==> config.mk <==
export PLATFORM = sky130hd
export DESIGN_NAME = hazard_scoreboard
export DESIGN_NICKNAME = d
export VERILOG_FILES = /design/src/rtl/hazard_scoreboard.sv
export SDC_FILE = /design/constraint.sdc
export NUM_CORES = 1
export LEC_CHECK = 0
export ABC_AREA = 1
export BUFFER_PORTS_ARGS = -buffer_cell sky130_fd_sc_hd__buf_2
export CORE_MARGIN = 10
export CORE_UTILIZATION = 30
export CTS_CLUSTER_SIZE = 24
export DETAILED_ROUTE_END_ITERATION = 7
export GPL_ROUTABILITY_DRIVEN = 0
export MAX_ROUTING_LAYER = met4
export SYNTH_ARGS = -nofsm -noshare
export SYNTH_HDL_FRONTEND = slang
export SYNTH_SLANG_ARGS = --single-unit
export TNS_END_PERCENT = 50
==> constraint.sdc <==
create_clock -name clk -period 2.5 [get_ports clk]
set_input_delay 0.125 -clock clk [delete_from_list [all_inputs] [get_ports clk]]
set_output_delay 0.125 -clock clk [all_outputs]
set_load 0.05 [all_outputs]
==> src/rtl/hazard_scoreboard.sv <==
// Decode-stage RAW hazard detector for the non-forwarding WISC pipeline.
// Tracks in-flight destinations (EX/MEM/WB) and stalls decode until its sources are written.
module hazard_scoreboard #(
  parameter bit BYPASS_RF = 1'b1
) (
  input  logic        clk,
  input  logic        rst,
  input  logic [15:0] instr_id,
  input  logic        id_valid,
  input  logic        flush,
  input  logic        mem_stall,
  output logic        stall,
  output logic [15:0] stall_cnt
);

  typedef enum logic [1:0] {FMT_J, FMT_I1, FMT_I2, FMT_R} fmt_e;

  localparam logic [4:0] OP_JAL  = 5'b00110;
  localparam logic [4:0] OP_JALR = 5'b00111;
  localparam logic [4:0] OP_ST   = 5'b10000;
  localparam logic [4:0] OP_STU  = 5'b10011;
  localparam logic [4:0] OP_LBI  = 5'b11000;
  localparam logic [4:0] OP_SLBI = 5'b10010;
  localparam logic [4:0] OP_BTR  = 5'b11001;

  logic [4:0] op;
  logic [2:0] rs;
  logic [2:0] rt;
  fmt_e       fmt;
  logic       src_a_v;
  logic       src_b_v;
  logic       dst_v;
  logic [2:0] dst;
  logic       unused_low_bits;

  assign op              = instr_id[15:11];
  assign rs              = instr_id[10:8];
  assign rt              = instr_id[7:5];
  assign unused_low_bits = ^instr_id[1:0];

  always_comb begin
    fmt = FMT_J;
    case (op)
      5'b01000, 5'b01001, 5'b01010, 5'b01011,
      5'b10100, 5'b10101, 5'b10110, 5'b10111,
      5'b10000, 5'b10001, 5'b10011:            fmt = FMT_I1;
      5'b11000, 5'b10010, 5'b00101, 5'b00111,
      5'b01100, 5'b01101, 5'b01110, 5'b01111:  fmt = FMT_I2;
      5'b11001, 5'b11010, 5'b11011,
      5'b11100, 5'b11101, 5'b11110, 5'b11111:  fmt = FMT_R;
      default:                                 fmt = FMT_J;
    endcase
  end

  // Operand usage and destination per format; undefined opcodes fall into J (no effect).
  always_comb begin
    src_a_v = 1'b0;
    src_b_v = 1'b0;
    dst_v   = 1'b0;
    dst     = rt;
    case (fmt)
      FMT_I1: begin
        src_a_v = 1'b1;
        src_b_v = (op == OP_ST) || (op == OP_STU);
        if (op == OP_STU) begin
          dst_v = 1'b1;
          dst   = rs;
        end else if (op != OP_ST) begin
          dst_v = 1'b1;
          dst   = rt;
        end
      end
      FMT_I2: begin
        src_a_v = (op != OP_LBI);
        if ((op == OP_LBI) || (op == OP_SLBI)) begin
          dst_v = 1'b1;
          dst   = rs;
        end else if (op == OP_JALR) begin
          dst_v = 1'b1;
          dst   = 3'd7;
        end
      end
      FMT_R: begin
        src_a_v = 1'b1;
        src_b_v = (op != OP_BTR);
        dst_v   = 1'b1;
        dst     = instr_id[4:2];
      end
      default: begin
        if (op == OP_JAL) begin
          dst_v = 1'b1;
          dst   = 3'd7;
        end
      end
    endcase
  end

  logic       ex_v_q,  ex_v_d;
  logic [2:0] ex_r_q,  ex_r_d;
  logic       mem_v_q, mem_v_d;
  logic [2:0] mem_r_q, mem_r_d;
  logic       wb_v_q,  wb_v_d;
  logic [2:0] wb_r_q,  wb_r_d;
  logic [15:0] stall_cnt_q, stall_cnt_d;

  logic hit_a;
  logic hit_b;
  logic wb_chk;

  // With a bypassing register file the WB write is visible to decode in the same cycle.
  assign wb_chk = wb_v_q && !BYPASS_RF;

  assign hit_a = src_a_v && ((ex_v_q && (ex_r_q == rs)) ||
                             (mem_v_q && (mem_r_q == rs)) ||
                             (wb_chk && (wb_r_q == rs)));
  assign hit_b = src_b_v && ((ex_v_q && (ex_r_q == rt)) ||
                             (mem_v_q && (mem_r_q == rt)) ||
                             (wb_chk && (wb_r_q == rt)));

  assign stall     = id_valid && !flush && (hit_a || hit_b);
  assign stall_cnt = stall_cnt_q;

  always_comb begin
    ex_v_d      = ex_v_q;
    ex_r_d      = ex_r_q;
    mem_v_d     = mem_v_q;
    mem_r_d     = mem_r_q;
    wb_v_d      = wb_v_q;
    wb_r_d      = wb_r_q;
    stall_cnt_d = stall_cnt_q;
    if (stall && (stall_cnt_q != 16'hFFFF)) begin
      stall_cnt_d = stall_cnt_q + 16'd1;
    end
    if (!mem_stall) begin
      wb_v_d  = mem_v_q;
      wb_r_d  = mem_r_q;
      mem_v_d = ex_v_q;
      mem_r_d = ex_r_q;
      ex_v_d  = id_valid && !flush && !stall && dst_v;
      ex_r_d  = dst;
    end
  end

  always_ff @(posedge clk) begin
    if (rst) begin
      ex_v_q      <= 1'b0;
      ex_r_q      <= 3'd0;
      mem_v_q     <= 1'b0;
      mem_r_q     <= 3'd0;
      wb_v_q      <= 1'b0;
      wb_r_q      <= 3'd0;
      stall_cnt_q <= 16'd0;
    end else begin
      ex_v_q      <= ex_v_d;
      ex_r_q      <= ex_r_d;
      mem_v_q     <= mem_v_d;
      mem_r_q     <= mem_r_d;
      wb_v_q      <= wb_v_d;
      wb_r_q      <= wb_r_d;
      stall_cnt_q <= stall_cnt_d;
    end
  end

endmodule

==> run metrics, run 1 <==
status=finished clean; TritonCTS buffer count=3; cts-stage hold buffer count=0; Hold Startpoint=mem_stall; Syn Nets=approximately 320; DR iter-0 viols=between 100 and 150; Psw=roughly 0.00023 W; Clk pin slew, worst setup/hold paths=around 0.090 ns; Internal=roughly 0.00066 W; Initial Utilization=31.1%; Post-synth EDFFs=0; antenna-violating nets left=0; met2 wire len=between 2 and 2.5 mm; top cell type by total area after synthesis=dfxtp_1; routed via count=around 2000; H-tree depth=1; Setup Fix Bufs, Post-CTS=0; Worst-Margin Slew=between 0.4 and 0.5 ns; Mapped Area=approximately 1900 sq um; class of the worst hold path=in -> reg; Yosys top cell area share=25.9%; Max-Cap Viols=0; final setup vio count=0; clk sinks=24; # DRC=0; pin count of the biggest net entering global routing=19; # rows=28; top area cells in the synthesized netlist=dfxtp_1, nand2_1, nor2_1, nand4_1, inv_1; setup_tns=0 ns; top cells by count, synth=nand2_1, nor2_1, inv_1, dfxtp_1, nand3_1; sw frac=25.9%; vias per cell=4.94; R2R Setup Slk=0.58 ns; synthesized area per cell=roughly 6.3 sq um; setup slack at placement=0.583 ns; CP Class=reg -> reg; FF/Latch Area=about 480 sq um; Yosys cell types=28; most common flop cell mapped by yosys=dfxtp_1; Resized cells post-CTS=0; Layout area overhead=17.1%; detailed placement HPWL=just under 4 mm; die area=a little under 10000 sq um; most frequent cell after synthesis=nand2_1; final net count=around 350; port buffer count=35; Synth async-reset ratio=0%; Final Hold Viols=0; final worst slack=~0.58 ns; Routed WL=~5.0 mm; Ys Warns=0; DR pass1 iterations=4; initial antenna violation count=0; Final period util=around 77%; Comb pwr share=~16%; power share of the clock group=approximately two fifths; RR Startpoint=stall_cnt[0]; CTS Root Cell=clkbuf_8; Clock Skews=roughly 0.0075 ns; die height=between 90 and 100 microns; hold slack=between 0.1 and 0.15 ns; pwr dens=approximately 410 nW/um^2; highest routed metal layer=met4; synthesized netlist cell count=between 200 and 300; worst reg2reg path depth=8; Tot GR Track Use=about a tenth; Overflow after GRT=0; diode count=0; Arr. time, crit path=roughly 2.1 ns; RSZ-0062 raised after global routing=no; Finished Core Util=between 30% and 40%; final slew viol count=0; cell leakage power=roughly 1.0 nW; Core ar.=between 5000 and 6000 sq um; Worst-Skew Late Latency=between 0.2 and 0.3 ns; vias in the first global route=roughly 1800; die width=98.6 microns; Sequential Power Share=45.4%; # IOs=38; hold path endpoint=mem_r_q[1]; layout cells sized above 1=19.2%; wire per inst=about 12 microns; CP Data Required Time=about 2.7 ns; crit-path max FO=17; Met3 Wirelength=226 microns; peak supply drop=roughly 0.25 mV; Tmin final=between 1.5 and 2 ns; sequential fraction of the synthesis area=approximately a quarter; first-pass GRT wire length=between 8 and 9 mm; crit path launch type=register; slew margin rel.=71.4%; fillcell total=roughly 670; Max Fclk=521 MHz; reg2reg end=stall_cnt[15]; hold path depth=2; synthesized flop and latch total=24; WL met1=around 2.4 mm; multi-input logic area=around 1200 sq um; worst-case clock buffer depth=2; CTS tree=built; CP endpoint kind=register
==> final cells by class <==
cell class,instances,area share [%]
clock buffers,3,1.90
flip-flops and latches,24,22.1
inverters,36,6.22
repair buffers,37,8.76
clock inverters,1,1.38
well taps,75,4.32
multi-input cells,227,55.3
==> critical path, stage by stage (launching register included) <==
cell and delay (ns):
dfxtp_1 0.42, ha_1 0.25, nand2_1 0.09, nand3b_4 0.20, nor2_2 0.13, nand4_2 0.24, nand3_4 0.30, nand2_1 0.10
a21oi_2 0.12
==> through the flow <==
stage,power [W],instance area (sq um),instances
3_3_place_gp,0.000547,2100,399
3_5_place_dp,0.000549,2100,399
5_1_grt,0.000934,2170,403
4_1_cts,0.000898,2170,403
6_report,0.000884,2170,403
2_1_floorplan,0.000502,1850,293
==> how the worst max path moves through the flow <==
stage	startpoint	end	slack (ns)	cells past startpoint
final	stall_cnt[0]	stall_cnt[15]	0.58	8
after global routing	stall_cnt[0]	stall_cnt[5]	0.38	8
after CTS	stall_cnt[0]	stall_cnt[1]	0.58	9
after detailed placement	stall_cnt[0]	stall_cnt[1]	0.58	9
after global placement	stall_cnt[0]	stall_cnt[1]	0.61	9
after floorplan	id_valid	stall	0.34	4
==> layer usage <==
metal  GRT usage (%)  vias up
met5               -        -
met2            16.9       46
met3            1.40        4
met4            2.65        0
met1            12.8      900
li1                -     1040
==> power by group through the flow <==
stage | clock network, W | logic, W | registers (W)
CTS | 0.000357 | 0.000140 | 0.000401
finish | 0.000344 | 0.000139 | 0.000401
global route | 0.000373 | 0.000158 | 0.000403
detailed placement | 0 | 0.000139 | 0.000410
floorplan | 0 | 0.0000935 | 0.000409
global placement | 0 | 0.000137 | 0.000410
==> flip-flops by register name, indices dropped and copies added, names as in the netlist <==
name,cells
ex_r_q,3
ex_v_q,1
mem_r_q,3
mem_v_q,1
stall_cnt,16
==> cell usage in the layout, fill, tap and decap left out, drive strengths merged, types with 3 or more instances in the layout <==
| master | netlist | final |
|---|---|---|
| a21oi | 22 | 22 |
| buf | 2 | 37 |
| clkbuf | 4 | 3 |
| dfxtp | 24 | 24 |
| inv | 36 | 36 |
| nand2 | 77 | 77 |
| nand3 | 27 | 27 |
| nand4 | 21 | 21 |
| nor2 | 39 | 39 |
| nor3 | 3 | 3 |
| o21ai | 14 | 14 |
| xnor2 | 8 | 8 |
| xor2 | 8 | 8 |
==> cell families after synthesis <==
group	after synthesis	share of synthesized area, %
xor+xnor	16	7.56
compound gates	41	13.8
fa+ha+maj	1	0.675
flops	24	25.9
buf+inv	42	9.31
simple gates	169	42.8
Note: power is estimated with default switching activity, not from simulation.
==> inputs of run 2 (changes only) <==
==> constraint.sdc (replaced) <==
create_clock -name clk -period 1.8 [get_ports clk]
set_input_delay 0.09 -clock clk [delete_from_list [all_inputs] [get_ports clk]]
set_output_delay 0.09 -clock clk [all_outputs]
set_load 0.05 [all_outputs]
==> run 2 against run 1 <==
Combinational power rose by 44%; final area is 2.5% higher; clock power shrank 8.1%; routed wire length is 1.6% higher; clock-buffer cell count unchanged; largest cell class unchanged; largest power group unchanged.
==> run metrics, run 2 (same netlist as run 1, synthesis figures left out) <==
Clock Skews=0.00391 ns (-0.00359 ns); peak supply drop=0.238 mV (-5.0%); class of the worst hold path=in -> reg; RR Startpoint=stall_cnt[1]; TritonCTS buffer count=3 (unchanged); vias per cell=4.79 (-3.0%); met2 wire len=2.22 mm (-3.9%); critical path's top delay family=simple AND/OR/NAND/NOR gates; CP endpoint kind=output port; hold path endpoint=mem_r_q[0]; die width=98.6 microns (unchanged); initial antenna violation count=0 (unchanged); # IOs=38 (unchanged); layout cells sized above 1=24.0% (+4.8 points); Buf/Inv on CP=2 (+2); pwr dens=480 nW/um^2 (+18%); crit-path max FO=5 (-12); hold path depth=2 (unchanged); Worst-Margin Slew=0.416 ns (-0.00980 ns); DR iter-0 viols=128 (+5.8%); Setup Fix Bufs, Post-CTS=0 (unchanged); worst-case clock buffer depth=2 (unchanged); final slew viol count=0 (unchanged); DR pass1 iterations=4 (unchanged); CTS Root Cell=clkbuf_8; Max-Cap Viols=0 (unchanged); Largest register FFs=16 (unchanged); diode count=0 (unchanged); Design Power=0.00107 W (+21%); WL met1=2.55 mm (+6.9%); Hold Startpoint=mem_stall; detailed placement HPWL=3.96 mm (+3.0%); Clk pin slew, worst setup/hold paths=0.08 ns (about the same); Layout area overhead=20.0%; crit path cell chain=inv_1 -> nand2_1 -> nand3_1 -> nor2_1 -> nand2_1 -> nand2_1 -> nand2_1 -> a21boi_2 -> buf_4; leading cell type in the layout, fill and taps excluded=nand2_1; vias in the first global route=1855 (+0.71%); crit path launch type=register; Tot GR Track Use=10.5% (+0.30 points); crit-path most repeated cell=nand2_1; CP Class=reg -> out; clk sinks=24 (unchanged); worst reg2reg path depth=9 (+1); Overflow after GRT=0 (unchanged); die area=9730 sq um (unchanged); Core ar.=5960 sq um (unchanged); Tmin final=1.67 ns; Final Hold Viols=0 (unchanged); R2R Setup Slk=0.15 ns (-0.43 ns); # rows=28 (unchanged); cts-stage hold buffer count=0 (unchanged); Max Fclk=around 600 MHz; Arr. time, crit path=1.58 ns (-0.55 ns); pin count of the biggest net entering global routing=18 (-1); wire per inst=12.4 microns (+0.33%); # DRC=0 (unchanged); RSZ-0062 raised after global routing=no; CP Data Required Time=1.71 ns (-1.00 ns); most frequent cells in the layout=nand2_1, nor2_1, buf_2, inv_1, nand3_1; fillcell total=659 (-1.1%); highest routed metal layer=met4; final net count=357 (+1.7%); Met3 Wirelength=213 microns (-5.8%); Resized cells post-CTS=0 (unchanged); antenna-violating nets left=0 (unchanged); reg2reg end=stall_cnt[0]; Routed WL=5.04 mm (+1.6%); Worst-Skew Late Latency=0.27 ns (about the same); status=finished clean; routed via count=1954 (-1.8%); final non-filler cell area=2230 sq um (+2.5%); H-tree depth=1 (unchanged); Initial Utilization=31.1% (unchanged); slew margin rel.=72.1% (+0.77 points); setup_tns=0 ns (unchanged); first-pass GRT wire length=8.73 mm (+3.1%); cell leakage power=1.05 nW (+2.2%); die height=98.6 microns (unchanged); port buffer count=35 (unchanged); Final period util=between 90% and 100%; final setup vio count=0 (unchanged); total placed instance area=2180 sq um (+3.7%); CTS tree=built; Crit-path slowest cell=dfxtp_1; slowest stage delay, CP=0.41 ns (about the same); Finished Core Util=37.4% (+0.90 points)
-- run 2: how the worst max path moves through the flow --
| stage | startpoint | endpoint | slack, ns | depth (start not counted) |
|---|---|---|---|---|
| 2_1_floorplan | stall_cnt[15] | stall_cnt[5] | 0.005 | 7 |
| 3_3_place_gp | stall_cnt[0] | stall_cnt[0] | 0.17 | 9 |
| 3_5_place_dp | stall_cnt[0] | stall_cnt[1] | 0.16 | 9 |
| 4_1_cts | ex_r_q[0] | stall | 0.06 | 9 |
| 5_1_grt | stall_cnt[0] | stall_cnt[15] | 0.005 | 8 |
| 6_report | ex_r_q[0] | stall | 0.13 | 9 |
-- run 2: through the flow --
step                      hold WS [ns]  instances  setup slack (ns)
final                            0.100        408             0.135
after detailed placement         0.387        405             0.155
after global placement           0.379        405             0.166
after CTS                        0.102        408            0.0560
after global routing             0.122        408           0.00497
after floorplan                  0.152        293           0.00507
-- run 2: per-layer routing --
layer / GRT usage, % / vias up
met3: 2.03 / 5
met5: - / -
li1: - / 1043
met2: 16.3 / 37
met4: 2.65 / 0
met1: 13.7 / 869
-- run 2: layout make-up --
| cell class | instances | area [sq um] | area share [%] |
|---|---|---|---|
| Sequential cell | 24 | 498 | 22.4 |
| Multi-Input combinational cell | 227 | 1210 | 54.2 |
| Tap cell | 75 | 93.8 | 4.22 |
| Timing Repair Buffer | 43 | 250 | 11.2 |
| Inverter | 36 | 135 | 6.07 |
| Clock buffer | 3 | 41.3 | 1.85 |
-- run 2: power by group --
part / total (W) / internal, W / switching, W / leakage (nW)
combinational: 0.000200 / 0.0000742 / 0.000126 / 0.829
clock: 0.000316 / 0.000150 / 0.000166 / 0.0216
sequential: 0.000554 / 0.000540 / 0.0000138 / 0.201
total: 0.00107 / 0.000764 / 0.000305 / 1.05
